**config.mk**
```make
export PLATFORM = sky130hd
export DESIGN_NAME = tx_axis_arbiter
export DESIGN_NICKNAME = d
export VERILOG_FILES = /design/src/rtl/tx_axis_arbiter.sv
export SDC_FILE = /design/constraint.sdc
export NUM_CORES = 1
export LEC_CHECK = 0
export ABC_AREA = 1
export BUFFER_PORTS_ARGS = -buffer_cell sky130_fd_sc_hd__buf_2
export CAP_MARGIN = 20
export CORE_MARGIN = 2
export CORE_UTILIZATION = 50
export CTS_CLUSTER_SIZE = 20
export DETAILED_ROUTE_END_ITERATION = 10
export PLACE_DENSITY = 0.95
export SLEW_MARGIN = 20
export SYNTH_ARGS = -nofsm -noshare
export SYNTH_HDL_FRONTEND = slang
export SYNTH_SLANG_ARGS = --single-unit
```
**constraint.sdc**
```tcl
create_clock -name i_clk -period 5.8 [get_ports i_clk]
set_clock_uncertainty 0.2 [all_clocks]
set_input_delay 1.45 -clock i_clk [delete_from_list [all_inputs] [get_ports i_clk]]
set_output_delay 1.45 -clock i_clk [all_outputs]
set_load 0.1 [all_outputs]
```
**src/rtl/tx_axis_arbiter.sv**
```systemverilog
// Packet-level round-robin arbiter sharing the TX MAC AXI-Stream input between NUM_SRC sources.
// One source is granted per frame and held until its tlast is accepted.
module tx_axis_arbiter #(
  parameter int unsigned NUM_SRC    = 2,
  parameter int unsigned DATA_WIDTH = 32,
  parameter int unsigned KEEP_WIDTH = DATA_WIDTH / 8,
  parameter int unsigned IDX_WIDTH  = (NUM_SRC > 1) ? $clog2(NUM_SRC) : 1,
  parameter int unsigned CNT_WIDTH  = 16
) (
  input  logic                            i_clk,
  input  logic                            i_reset_n,
  input  logic [NUM_SRC*DATA_WIDTH-1:0]   s_axis_tdata,
  input  logic [NUM_SRC*KEEP_WIDTH-1:0]   s_axis_tkeep,
  input  logic [NUM_SRC-1:0]              s_axis_tvalid,
  input  logic [NUM_SRC-1:0]              s_axis_tlast,
  output logic [NUM_SRC-1:0]              s_axis_trdy,
  output logic [DATA_WIDTH-1:0]           m_axis_tdata,
  output logic [KEEP_WIDTH-1:0]           m_axis_tkeep,
  output logic                            m_axis_tvalid,
  output logic                            m_axis_tlast,
  input  logic                            m_axis_trdy,
  output logic [IDX_WIDTH-1:0]            o_grant_idx,
  output logic                            o_busy,
  output logic [NUM_SRC*CNT_WIDTH-1:0]    o_frame_cnt
);

  typedef enum logic {StIdle, StXfer} state_e;

  state_e                 state_q, state_d;
  logic [IDX_WIDTH-1:0]   grant_q, grant_d;
  logic [IDX_WIDTH-1:0]   rr_ptr_q, rr_ptr_d;
  logic [CNT_WIDTH-1:0]   frame_cnt_q [NUM_SRC];
  logic [CNT_WIDTH-1:0]   frame_cnt_d [NUM_SRC];

  logic                   req_found;
  logic [IDX_WIDTH-1:0]   req_idx;
  logic [IDX_WIDTH-1:0]   cand;
  logic                   frame_done;

  function automatic logic [IDX_WIDTH-1:0] wrap_idx(input int unsigned v);
    return IDX_WIDTH'(v % NUM_SRC);
  endfunction

  // Round-robin search starting at rr_ptr; first requester in wrap order wins.
  always_comb begin
    req_found = 1'b0;
    req_idx   = rr_ptr_q;
    cand      = '0;
    for (int unsigned i = 0; i < NUM_SRC; i++) begin
      cand = wrap_idx(32'(rr_ptr_q) + i);
      if (!req_found && s_axis_tvalid[cand]) begin
        req_found = 1'b1;
        req_idx   = cand;
      end
    end
  end

  // Data path is a pure mux on the registered grant, so reset clears it asynchronously.
  always_comb begin
    m_axis_tdata  = '0;
    m_axis_tkeep  = '0;
    m_axis_tvalid = 1'b0;
    m_axis_tlast  = 1'b0;
    s_axis_trdy   = '0;
    if (state_q == StXfer) begin
      m_axis_tdata         = s_axis_tdata[32'(grant_q) * DATA_WIDTH +: DATA_WIDTH];
      m_axis_tkeep         = s_axis_tkeep[32'(grant_q) * KEEP_WIDTH +: KEEP_WIDTH];
      m_axis_tvalid        = s_axis_tvalid[grant_q];
      m_axis_tlast         = s_axis_tlast[grant_q];
      s_axis_trdy[grant_q] = m_axis_trdy;
    end
  end

  assign frame_done = (state_q == StXfer) && m_axis_tvalid && m_axis_trdy && m_axis_tlast;

  always_comb begin
    state_d     = state_q;
    grant_d     = grant_q;
    rr_ptr_d    = rr_ptr_q;
    frame_cnt_d = frame_cnt_q;
    unique case (state_q)
      StIdle: begin
        if (req_found) begin
          grant_d = req_idx;
          state_d = StXfer;
        end
      end
      StXfer: begin
        if (frame_done) begin
          state_d  = StIdle;
          rr_ptr_d = wrap_idx(32'(grant_q) + 32'd1);
          if (frame_cnt_q[grant_q] != '1) begin
            frame_cnt_d[grant_q] = frame_cnt_q[grant_q] + CNT_WIDTH'(1);
          end
        end
      end
      default: state_d = StIdle;
    endcase
  end

  always_ff @(posedge i_clk or negedge i_reset_n) begin
    if (!i_reset_n) begin
      state_q     <= StIdle;
      grant_q     <= '0;
      rr_ptr_q    <= '0;
      frame_cnt_q <= '{default: '0};
    end else begin
      state_q     <= state_d;
      grant_q     <= grant_d;
      rr_ptr_q    <= rr_ptr_d;
      frame_cnt_q <= frame_cnt_d;
    end
  end

  assign o_grant_idx = grant_q;
  assign o_busy      = (state_q == StXfer);

  always_comb begin
    o_frame_cnt = '0;
    for (int unsigned i = 0; i < NUM_SRC; i++) begin
      o_frame_cnt[i*CNT_WIDTH +: CNT_WIDTH] = frame_cnt_q[i];
    end
  end

endmodule

```
======== Yosys cells after proc, flatten, opt, wreduce, memory -nomap -nowiden ========
Cells that the tools add are included.
W data, S select, Z words.
storage, ports and cells
  register bits after elaboration ......... 35
  bits of input ports ..................... 79
  output and inout bits ................... 74
  logic and storage cells ................. 57
operators by class
  add/sub/neg operators ................... 3
  $lt $le $gt $ge ......................... 6
  equality and inequality tests ........... 1
  shift operators ......................... 2
  mux-type cells .......................... 27
  bitwise logic cells ..................... 3
  reductions and logical operators ........ 10
operator list
  kind                     number
  $mux W16                 4
  $shiftx A64 B7 Y32       1
  $bwmux W32               1
  $mux W32                 1
  $add A16 B1 Y16 const B  1
  $demux W16 S1            1
  $mux W1                  16
  $ne A16 B16 Y1 const B   1
  $shiftx A8 B4 Y4         1
  $logic_and A1 B1 Y1      6
  $lt A1 B2 Y1 const B     3
  $mux W4                  1
  $reduce_and A2 Y1        2
  $reduce_and A3 Y1        1
  $add A1 B1 Y1 const B    2
  $and A2 B2 Y2            1
  $ge A2 B2 Y1 const B     1
  $lt A2 B1 Y1 const B     1
  $mux W2                  1
  $not A1 Y2               1
  $pmux W1 S2              1
  $demux W1 S1             1
  $ge A1 B1 Y1 const B     1
  $logic_not A1 Y1         1
  $not A1 Y1               1

======== Depth between registers and ports, before layout ========
Gate-level depths: netlist (run 1).
  depth after elaboration ................. 8
  gate-level depth with buffers ........... 15
  mapped depth without buffers ............ 12

======== Worst setup path after synthesis (run 1) ========
No wires, ideal clock.
  path type ............................... register -> output
  from .................................... register grant_q (netlist: o_grant_idx)
  to ...................................... output port m_axis_tdata[10]
  data arrival time ....................... 3357 ps
  required time ........................... 4150 ps
  path slack .............................. 793 ps
  cell stages (with the launch flop) ...... 8
  buffers on the path ..................... 5
  path through ............................ dfrtp_1 > buf_6 > buf_6 > buf_6 > buf_2 > buf_2 > nand2_1 > a21oi_1
between the ends
  cells in the longest elaborated chain, start to end .. 2
ends and longest elaborated chain
  item                    line  RTL
  start, declared         30    logic [IDX_WIDTH-1:0] grant_q, grant_d;
  start signal, assigned  109   grant_q <= grant_d;
  $shiftx A64 B7 Y32      66    m_axis_tdata = s_axis_tdata[32'(grant_q) * DATA_WIDTH +: DATA_WIDTH];
  $mux W32                65    if (state_q == StXfer) begin
  end, declared           17    output logic [DATA_WIDTH-1:0] m_axis_tdata,
Every way passes these cells.

======== Final worst setup path (run 1) ========
  from .................................... input port s_axis_tlast[1]
  to ...................................... output port m_axis_tlast
between the ends
  cells in the longest elaborated chain, start to end .. 3
ends and longest elaborated chain
  item                                        line  RTL
  start, declared                             15    input logic [NUM_SRC-1:0] s_axis_tlast,
  $mux W1 (not written as such) (2 in a row)  69    m_axis_tlast = s_axis_tlast[grant_q];
  $mux W1                                     65
  end, declared                               20    output logic m_axis_tlast,
Every way passes these cells. The select of a mux whose other input is x is not followed.

==> results of run 1 <==
-- cell type report --
| cell class | instances | share of cell area (%) |
|---|---|---|
| Clock buffer | 6 | 2.18 |
| Sequential cell | 35 | 23.2 |
| Clock inverter | 1 | 0.132 |
| Timing Repair Buffer | 154 | 21.0 |
| Multi-Input combinational cell | 379 | 47.1 |
| Inverter | 37 | 3.90 |
| Tap cell | 75 | 2.48 |
-- sequential cells by signal (all words and copies together), names as in the netlist --
| name | flops |
|---|---|
| o_grant_idx | 1 |
| o_busy | 1 |
| o_frame_cnt | 32 |
| rr_ptr_q | 1 |
-- per-layer routing --
metal	GRT usage (%)	vias to the layer above	part of all wire [%]
li1	-	1734	-
met1	31.2	1576	43
met2	39.2	133	49
met3	4.89	11	6.9
met4	6.95	0	1.1
met5	0	-	0
-- metrics by stage --
stage                     util [%]  std cells
after floorplan                  -        473
after global placement        62.8        679
after detailed placement      62.8        679
after CTS                     64.3        686
after global routing          64.7        687
final                         64.7        687
-- kinds of logic after synthesis --
kind of cell / share of synthesized area [%]
buffers and inverters: 11.1
and+or+nand+nor: 46.4
adders and majority gates: 0.418
xor gates and xnor gates: 1.46
AOI/OAI and AO/OA: 11.4
DFF: 29.3
-- cell usage in the layout (no fill, tap or decap) --
master / count
o21ai_0: 2
buf_2: 152
dfrtp_1: 34
nand4_2: 1
o211ai_1: 1
clkbuf_8: 6
ha_1: 1
a21oi_1: 37
nand3_4: 1
nor2_2: 6
xor2_1: 5
nand2_1: 243
nand3_1: 9
inv_1: 33
nand2_4: 3
o21ai_2: 9
inv_2: 1
nand2_2: 28
o22ai_4: 1
o21bai_1: 1
o21ai_1: 3
a21oi_4: 1
nand3_2: 1
buf_4: 1
nor2_1: 17
nand4_1: 4
dfrtp_2: 1
nor2_4: 5
buf_16: 1
inv_8: 1
clkinv_2: 2
clkinv_1: 1
-- worst register-to-register path, cell delays in order (launching register included) --
cell and delay (ns):
dfrtp_2 0.81, buf_4 0.50, nand2_1 0.13, o21ai_2 0.10, ha_1 0.27, nand2_1 0.09
nor2_2 0.15, nand2_2 0.12, nor2_4 0.11, nand2_2 0.08, nand2_1 0.32, nand2_1 0.12
nand2_1 0.09
-- cells in the mapped netlist --
cell type  number  area (um^2)
nor2_2          6         37.5
clkbuf_1        4         15.0
nand3_1         9         45.0
buf_12          1         20.0
ha_1            1         12.5
a21oi_1        37          185
inv_8           1         11.3
nand3_2         1         10.0
inv_2           1         3.75
clkinv_2        1         5.00
o21bai_1        1         7.51
o211ai_1        1         7.51
dfrtp_1        35          876
buf_2           8         40.0
a21oi_4         1         16.3
nand4_2         1         12.5
o21ai_1         3         15.0
o21ai_0         2         10.0
nand2_1       243          912
nand4_1         4         25.0
o21ai_2         9         78.8
inv_1          34          128
nand2_4         3         33.8
nand3_4         1         17.5
o22ai_4         1         20.0
nor2_4          5         56.3
buf_6           7         78.8
buf_8           2         30.0
nand2_2        28          175
xor2_1          5         43.8
nor2_1         17         63.8
-- how the worst max path moves through the flow --
stage	slack, ns	start	end	depth (start not counted)
global route	1.72	o_grant_idx$_DFFE_PN0P_	m_axis_tkeep[2]	4
global placement	1.85	s_axis_tlast[1]	m_axis_tlast	4
detailed placement	1.81	s_axis_tlast[1]	m_axis_tlast	4
CTS	1.81	s_axis_tlast[1]	m_axis_tlast	4
finish	1.82	s_axis_tlast[1]	m_axis_tlast	4
floorplan	0.79	o_grant_idx$_DFFE_PN0P_	m_axis_tdata[10]	7
==> summary by stage, run 1 <==
Status
The flow ran to the end, and the final reports show no timing, DRC or antenna violations.

Synthesis
The post-synthesis cell area is 0.00299 mm^2. The instance count of the mapped netlist is between 400 and 500. When the netlist entered floorplanning its net count stood at 553. Yosys printed 0 warnings. The synthesized netlist contains 31 unique library cells. Each instance of the synthesized netlist takes up on average 6.33 um^2. The count of state elements after synthesis is 35. Sequential elements use between 20% and 30% of the synthesized area.

Worst setup path
STA classifies the critical path endpoint as an output pin. Traced cell by cell, the critical path runs through buf_2 -> nand2_2 -> a21oi_4 -> buf_2. The slack of the worst reg-to-reg path is 2.66 ns. STA classifies the critical path startpoint as an input port. The worst reg2reg path startpoint is o_grant_idx$_DFFE_PN0P_. The kind of cell adding the most delay to the critical path is buffers and inverters. In this run the critical register-to-register path is captured at o_frame_cnt[14]$_DFFE_PN0P_.

The cell seen most often among critical-path stages is buf_2. Data on the critical path is required at its endpoint by around 4.2 ns. At the worst endpoint, the arrival time is ~2.3 ns. The number of cells on the worst reg-to-reg path is 12. The biggest fanout along the worst timing path is 3. The largest single stage delay on the critical path is 0.48 ns. The critical path is of the input port to output pin type. The slowest stage of the critical path is the buf_2 cell. The combined buffer and inverter count along the critical path is 2.

Worst hold path
The worst hold path begins at rr_ptr_q$_DFFE_PN0P_. For hold timing, the worst endpoint is rr_ptr_q$_DFFE_PN0P_. The hold path depth is 2. The worst min-delay path category is flip-flop to flip-flop.

GRT
The global routing usage summed across all routing layers is about a quarter. Entering global routing, the biggest net connects 64 pins. The global-route wire length before repair is 12.4 mm. The number of global-route vias before repair is approximately 2.9k. The leftover overflow at the end of global routing is 0. The number of antenna violations at the first check in global routing is 0.

Timing
Setup violations remaining at the end of the flow were counted as 0. The worst setup slack after layout is 1.82 ns. The worst hold margin is approximately 0.28 ns. The final number of hold-violating endpoints was 0. Setup repair after global routing left no endpoint under its margin. Summed over all failing endpoints, the final setup total negative slack is 0 ns.

The headroom to the max-slew limit is around half. The number of pins with negative max-slew slack in the final report is 0. The post-layout minimum cycle time is between 3 and 4 ns.

The maximum clock rate is 251 MHz. For the pin with the worst max-slew slack, the measured transition is 0.770 ns. The worst path uses between 60% and 70% of the clock period.

Placement
The worst setup slack after placement is around 1.8 ns. The routability-driven placement congestion ratio is just under 0.9. After legalization and detailed placement, the total HPWL measured ~6.3 mm. The number of I/O port buffers is ~150. In this run the cell area measured after placement is 0.00367 mm^2.

Detailed routing
In the routed design, unresolved DRC markers number 0. The number of DRC markers in iteration 0 is 157. The routed wire length is 8.51 mm. The pre-antenna-repair detailed-routing pass consisted of 4 iterations. The average routed wire per standard cell is 12.4 um. Across all layers, the routed design uses approximately 3.5k vias. The number of vias per cell after detailed routing is about 5.0. Once detail routing completed, the nets flagged for antenna violations numbered 0.

Floorplanning
The die covers around 0.0066 mm^2. The I/O pin count is ~150. Measured along the x axis, the die boundary spans about 81 um.

The chip height is about 81 um. Row generation in the floorplan step produced 28 rows. The core outline area is 0.00585 mm^2. The initial utilization of the core area, before any placement, comes to 51.2%.

Flow run
The total of max-cap violations is 0.

Clock network
Clock tree synthesis inserted a total of 5 buffers. Buffers added to address setup during post-CTS repair amount to 0. The buffer depth of the longest clock path is 2. The cell at the root of the clock tree is clkbuf_8.

The total of cells resized after clock tree synthesis is 0. Buffers inserted to repair hold after CTS numbered 0. After clock tree synthesis, the clock-pin slew on the worst setup and hold paths is 0.06 ns. The CTS H-tree depth is 2. The later pin in the worst-skew pair is clocked with a latency of 0.29 ns. TritonCTS built the clock tree.

The tree built by TritonCTS fans out to 35 sinks.

Cells and area
Summing all non-filler instances in the final layout gives an area of about 0.0038 mm^2. The number of nets at the end of the flow is just under 700. Registers take 877 um^2.

The repair_antennas step left the layout with diodes totalling 0. The synthesis-to-finish area growth is 26.5%. The multi-input combinational cells in the finished layout cover a total of between 0.0015 and 0.002 mm^2.

The share of layout cells above drive strength 1 is 36.1%. The filler cell count in the final layout is around 490.
Power of run 1 is left out: the tool's default activity adds up to more than one toggle a clock period on the data nets, which glitch-free logic cannot reach.
==> run 2, diff against run 1 <==
Settings changed: CORE_UTILIZATION 50 to 42, PLACE_DENSITY 0.95 to 0.88.
Clock period 5.8 ns to 3.19 ns, I/O delays scaled along.
==> run 2 against run 1 <==
Critical path type is now flip-flop to output pin. Setup slack lost 1.5 ns. First-iteration DRC count up 7.0%. Worst hold slack improved by 0.023 ns. Sequential share of layout area down 2.4 points. Via count up 0.81%. Critical endpoint is now m_axis_tvalid. Largest cell class unchanged. Routed wire length is 9.1% higher.
==> summary by stage, run 2 (synthesis results as in run 1) <==
Status
The run finished with clean final reports.

Timing
The final number of hold-violating endpoints is 0. The final setup TNS is 0 ns. The final clock period utilization by the worst path is 90.6%.

The final-report setup violation count is 0. The number of pins with negative max-slew slack in the final report was 0. Setup repair after global routing left no endpoint under its margin.

Counting I/O delays and the setup requirement, the final critical path takes between 2 and 3 ns. The pin slew with the least headroom to its limit is around 0.75 ns. The headroom to the max-slew limit is about 50%.

The maximum clock rate is roughly 350 MHz.

GRT
The layer flagged by global routing as most heavily used is met2. The first global-routing pass estimated approximately 14 mm of wire. The pin count of the biggest net entering global routing is between 70 and 80.

The number of global-route vias before repair is around 3.1k. The global-route track usage on met1 is between 20% and 30%. The total overflow left after global routing is 0. The number of antenna violations at the first check in global routing is 0. Global routing used roughly 4.5% of the available met3 tracks. Global routing used ~22% of the available tracks.

In the global route stage, met2 resource usage came out at between 30% and 40%.

Cells and area
The library cells used most frequently in the layout, excluding fill and tap cells, are nand2_1 (243), buf_2 (151), inv_1 (33), dfrtp_1 (33), a21oi_4 (31). The synthesis-to-finish area growth is 41.6%. The number of flip-flops under the largest register name is 32.

The repair_antennas step left the layout with diodes totalling 0. Leaving out fill and tap cells, the most frequent cell in the layout is nand2_1. The number of non-filler instances in the completed layout is 710. The share of layout cells above drive strength 1 is between 40 and 50%. The number of nets at the end of the flow is around 700.

Detailed routing
The number of DRC markers in iteration 0 is 168. The detail route stage leaves a number of antenna-violating nets equal to 0. The vias after detailed routing is about 3.5k. Using the TritonRoute via totals, the vias-per-cell ratio works out to ~4.9. Before antenna repair, the detailed router went through 4 iterations.

Dividing the detail-routed wire length by the instance count gives ~13 um. The detailed-route DRC error count is 0. The final layout contains routed wiring with a total length of between 9 and 10 mm.

Clock network
The longest clock path from root to sink contains 2 buffers. For the worst-skew pair, the clock arrives at the later sink with an insertion delay of 0.30 ns. After clock tree synthesis, the clock-pin slew on the worst setup and hold paths is roughly 0.070 ns. The total setup buffers inserted after CTS is 0. Buffers inserted during clock tree synthesis total 5. The H-tree was split into 2 levels. TritonCTS built the clock tree.

The total of cells resized after clock tree synthesis is 0. In this run, post-CTS hold repair placed 0 buffers. The count of clock tree sinks is 35.

The cell at the root of the clock tree is clkbuf_8.

Placement
The count of buffers added on input and output ports is between 150 and 200. Including well taps, the total number of placed cells is about 700. The estimated wirelength of the detail-placed design is between 7 and 8 mm. Routability-driven placement finished with a final weighted congestion of 0.938.

Flow run
The total of max-cap violations is 0.

Worst setup path
Walking the worst path, the cells encountered are inv_8 -> nand2_2 -> o22ai_4 -> buf_2. For the worst setup path, the data required time is 2.19 ns. Of all nets on the critical path, the largest fanout is 63.

The kind of cell adding the most delay to the critical path is buffers and inverters. The number of buffers and inverters on the critical path is 2. The slowest stage of the critical path is the dfrtp_4 cell. The delay of the slowest critical-path stage is around 0.52 ns. The class of the most critical setup path is flip-flop to output pin. The kind of start point of the critical path is a flip-flop. The arrival time at the worst endpoint is between 1.5 and 2 ns. The endpoint class of the critical path is an output pin.

Floorplanning
Once the floorplan was initialized, standard cells occupied between 40 and 50% of the core. The area enclosed by the die boundary is ~0.008 mm^2. The core outline area is slightly below 0.007 mm^2.

The I/O pin count is about 150. In this run the horizontal extent of the chip is a little under 90 um. The row count is 30.

In this run the vertical extent of the chip is roughly 90 um.

Worst hold path
The worst hold path belongs to the class flip-flop to flip-flop.
run 2: worst min-delay path: stages (launching register included):
cell,delay (ns)
dfrtp_1,0.37
nand2_1,0.06
nand2_1,0.05
run 2: worst paths after layout:
path | slack (ns) | cells past startpoint | end | startpoint
setup / recovery | 0.30 | 4 | m_axis_tvalid | o_grant_idx$_DFFE_PN0P_
setup reg to reg | 0.59 | 12 | o_frame_cnt[0]$_DFFE_PN0P_ | o_grant_idx$_DFFE_PN0P_
min in group asynchronous | 0.37 | 1 | o_frame_cnt[1]$_DFFE_PN0P_ | i_reset_n
hold reg to reg | 0.31 | 2 | o_frame_cnt[13]$_DFFE_PN0P_ | o_frame_cnt[13]$_DFFE_PN0P_
hold / removal | 0.31 | 2 | o_frame_cnt[13]$_DFFE_PN0P_ | o_frame_cnt[13]$_DFFE_PN0P_
max in group asynchronous | 1.87 | 1 | o_grant_idx$_DFFE_PN0P_ | i_reset_n
run 2: layer usage:
| metal | vias up | share of wire, % | routed length [um] |
|---|---|---|---|
| met5 | - | 0 | 0 |
| met4 | 0 | 1.3 | 119 |
| met3 | 10 | 4.9 | 453 |
| met2 | 98 | 50 | 4660 |
| met1 | 1641 | 44 | 4050 |
| li1 | 1733 | - | - |
run 2: final cells by class:
class	count	area (um^2)
Sequential cell	35	881
Timing Repair Buffer	155	836
Tap cell	96	120
Multi-Input combinational cell	379	2150
Clock buffer	8	100
Inverter	37	149
Fill cell	618	2590
run 2: metrics by stage:
| stage | instance area, um^2 | util (%) | worst slack [ns] | hold slack, ns |
|---|---|---|---|---|
| after global routing | 4240 | 62.0 | 0.211 | 0.334 |
| final | 4240 | 62.0 | 0.300 | 0.305 |
| after detailed placement | 4140 | 60.5 | 0.544 | 0.286 |
| after global placement | 4140 | 60.5 | 0.555 | 0.266 |
| after CTS | 4240 | 62.0 | 0.292 | 0.305 |
| after floorplan | 3360 | - | -0.141 | 0.242 |
Power of run 2 is left out for the same reason.
==> run 3, diff against run 2 <==
Settings changed: BUFFER_PORTS_ARGS -buffer_cell sky130_fd_sc_hd__buf_2 to -buffer_cell sky130_fd_sc_hd__buf_4, CORE_UTILIZATION 42 to 47, MAX_ROUTING_LAYER set to met4, PLACE_DENSITY 0.88 to 0.92.
Clock period 3.19 ns to 2.7 ns, I/O delays scaled along.
==> run 3 against run 2 <==
First-iteration DRC count is 11% lower. Critical path type unchanged. Final area is 11% higher. Routed wire length is 8.7% higher. Die area is 10% lower. Sequential cell count stayed put. Highest routed layer unchanged. Setup slack worse by 0.19 ns. Global-route usage is 7.3 points higher. Cell count is 2.0% lower. Worst hold slack worse by 0.19 ns.
==> summary by stage, run 3 (synthesis results as in run 1) <==
Detailed routing
The first detailed-routing pass ran for 5 iterations. After detailed routing, the number of vias per cell comes to 5.18. The vias after detailed routing is approximately 3.6k. The count of nets left with antenna violations once routing finished came out at 0. After the first detailed-routing iteration, the DRC count stood at about 150. The detailed-route DRC error count is 0. The routed wire length is between 10 and 15 mm. The average routed wire per standard cell is approximately 15 um.

Worst setup path
The critical path is of the flip-flop to output pin type. The required time at the worst-slack endpoint is approximately 1.8 ns. The setup check on the worst reg-to-reg path leaves a slack of roughly 0.25 ns. The signal on the critical path passes through inv_8 -> nand2_2 -> o22ai_4 -> buf_4.

Data arrives at the worst endpoint at ~1.7 ns. The biggest fanout along the worst timing path is between 40 and 50. The combined buffer and inverter count along the critical path is 2.

The delay of the slowest critical-path stage is roughly 0.53 ns. The kind of start point of the critical path is a flip-flop. The kind of cell with the highest combined delay along the critical path is buffers and inverters. On the critical path, the stage with the largest delay is an instance of dfrtp_4. STA classifies the critical path endpoint as an output pin.

Cells and area
The sequential cells in the finished layout cover a total of slightly below 900 um^2. The number of non-filler instances in the completed layout is around 700. The most common cell after layout, fill and taps aside is nand2_1. The number of flip-flops under the largest register name is 32. The synthesis-to-finish area growth is 56.8%. The multi-input combinational cells in the finished layout cover a total of around 0.0022 mm^2. The fraction of the core area covered by cells at the end of the flow is about three quarters. The share of layout cells above drive strength 1 is a little over two fifths. The number of antenna diodes is 0.

The filler cells instantiated in the layout total about 450. The library cells used most frequently in the layout, excluding fill and tap cells, are nand2_1 (242), buf_4 (157), a21oi_4 (37), inv_1 (33), dfrtp_1 (33). The number of nets at the end of the flow is approximately 700.

Floorplanning
Measured along the x axis, the die boundary spans 83.8 um. The core region is roughly 0.0062 mm^2. The die covers between 0.007 and 0.008 mm^2.

For this configuration, the core starts out at a cell density of a little under half. Row generation in the floorplan step produced 29 rows. In this run the vertical extent of the chip is 83.8 um.

around 150 I/O pins were placed.

GRT
The number of antenna violations at the first check in global routing is 0. The number of global-route vias before repair was 3,578. The leftover overflow at the end of global routing is 0. Entering global routing, the biggest net connects 46 pins. The first global-routing pass estimated between 15 and 20 mm of wire. Global routing used around 30% of the available tracks across all layers.

Clock network
The register clock-pin slew on the reported worst setup and hold paths is 0.07 ns. The CTS H-tree depth is 2. The total CTS buffers is 5. The clock reaches the later pin of the worst-skew pair after approximately 0.30 ns. Gates resized during post-CTS repair numbered 0. The count of clock tree sinks is 35. The hold buffer count at cts is 0.

The cell at the root of the clock tree is clkbuf_8. TritonCTS built the clock tree. The number of setup buffers added after CTS is 0.

Counting along the longest clock path gives a buffer depth of 2.

Status
The flow ran to the end, and the final reports show no timing, DRC or antenna violations.

Timing
The final critical path takes up 95.9% of the cycle. The number of pins with negative max-slew slack in the final report came to 0. The maximum clock rate is between 300 and 400 MHz. The worst pin sits at a relative slew slack of approximately 58%.

The final number of hold-violating endpoints is 0. In the post-route analysis, the smallest setup slack over all paths is 0.110 ns. Setup repair after global routing left no endpoint under its margin. The final-report setup violation count is 0.

The pin slew with the least headroom to its limit is 0.629 ns. The clock period could shrink to 2.59 ns.

Placement
The post-placement cell count is a little under 700. OpenSTA, run right after detailed placement, puts the worst setup slack at roughly 0.26 ns. Detailed placement ended at an HPWL of between 7 and 8 mm. The number of I/O port buffers is 152. The routability-driven placement congestion ratio is slightly above 0.9.

Worst hold path
The min-delay analysis places its worst path in the category input port to async pin.

Flow run
Across the run, the number of max-cap violations was 0.
## run 3: worst paths after layout
path	from	to	depth (start not counted)
setup / recovery	o_grant_idx$_DFFE_PN0P_	m_axis_tvalid	4
hold / removal	i_reset_n	o_frame_cnt[20]$_DFFE_PN0P_	1
setup reg to reg	o_grant_idx$_DFFE_PN0P_	o_frame_cnt[12]$_DFFE_PN0P_	12
hold reg to reg	rr_ptr_q$_DFFE_PN0P_	rr_ptr_q$_DFFE_PN0P_	2
max in group asynchronous	i_reset_n	o_busy$_DFF_PN0_	1
min in group i_clk	rr_ptr_q$_DFFE_PN0P_	rr_ptr_q$_DFFE_PN0P_	2
## run 3: through the flow
stage | hold WS [ns] | area (um^2) | setup TNS (ns)
finish | 0.114 | 4690 | 0
CTS | 0.128 | 4690 | 0
detailed placement | 0.259 | 4580 | 0
global placement | 0.256 | 4580 | 0
global route | 0.146 | 4690 | 0
floorplan | 0.179 | 3480 | -6.34
## run 3: area by class of cell
type / count / area share [%]
clock buffer: 6 / 1.76
clock inverter: 2 / 0.746
inverter: 37 / 3.17
multi-input combinational: 379 / 47.1
sequential: 35 / 18.8
tap: 77 / 2.05
timing repair buffer: 160 / 26.4
## run 3: routing by layer
metal	up-vias	part of all wire, %	GRT usage, %
li1	1741	-	-
met1	1694	38	33.5
met2	144	53	52.4
met3	23	7.1	6.23
met4	0	2.2	10.3
met5	-	0	-
Power of run 3 is left out for the same reason.
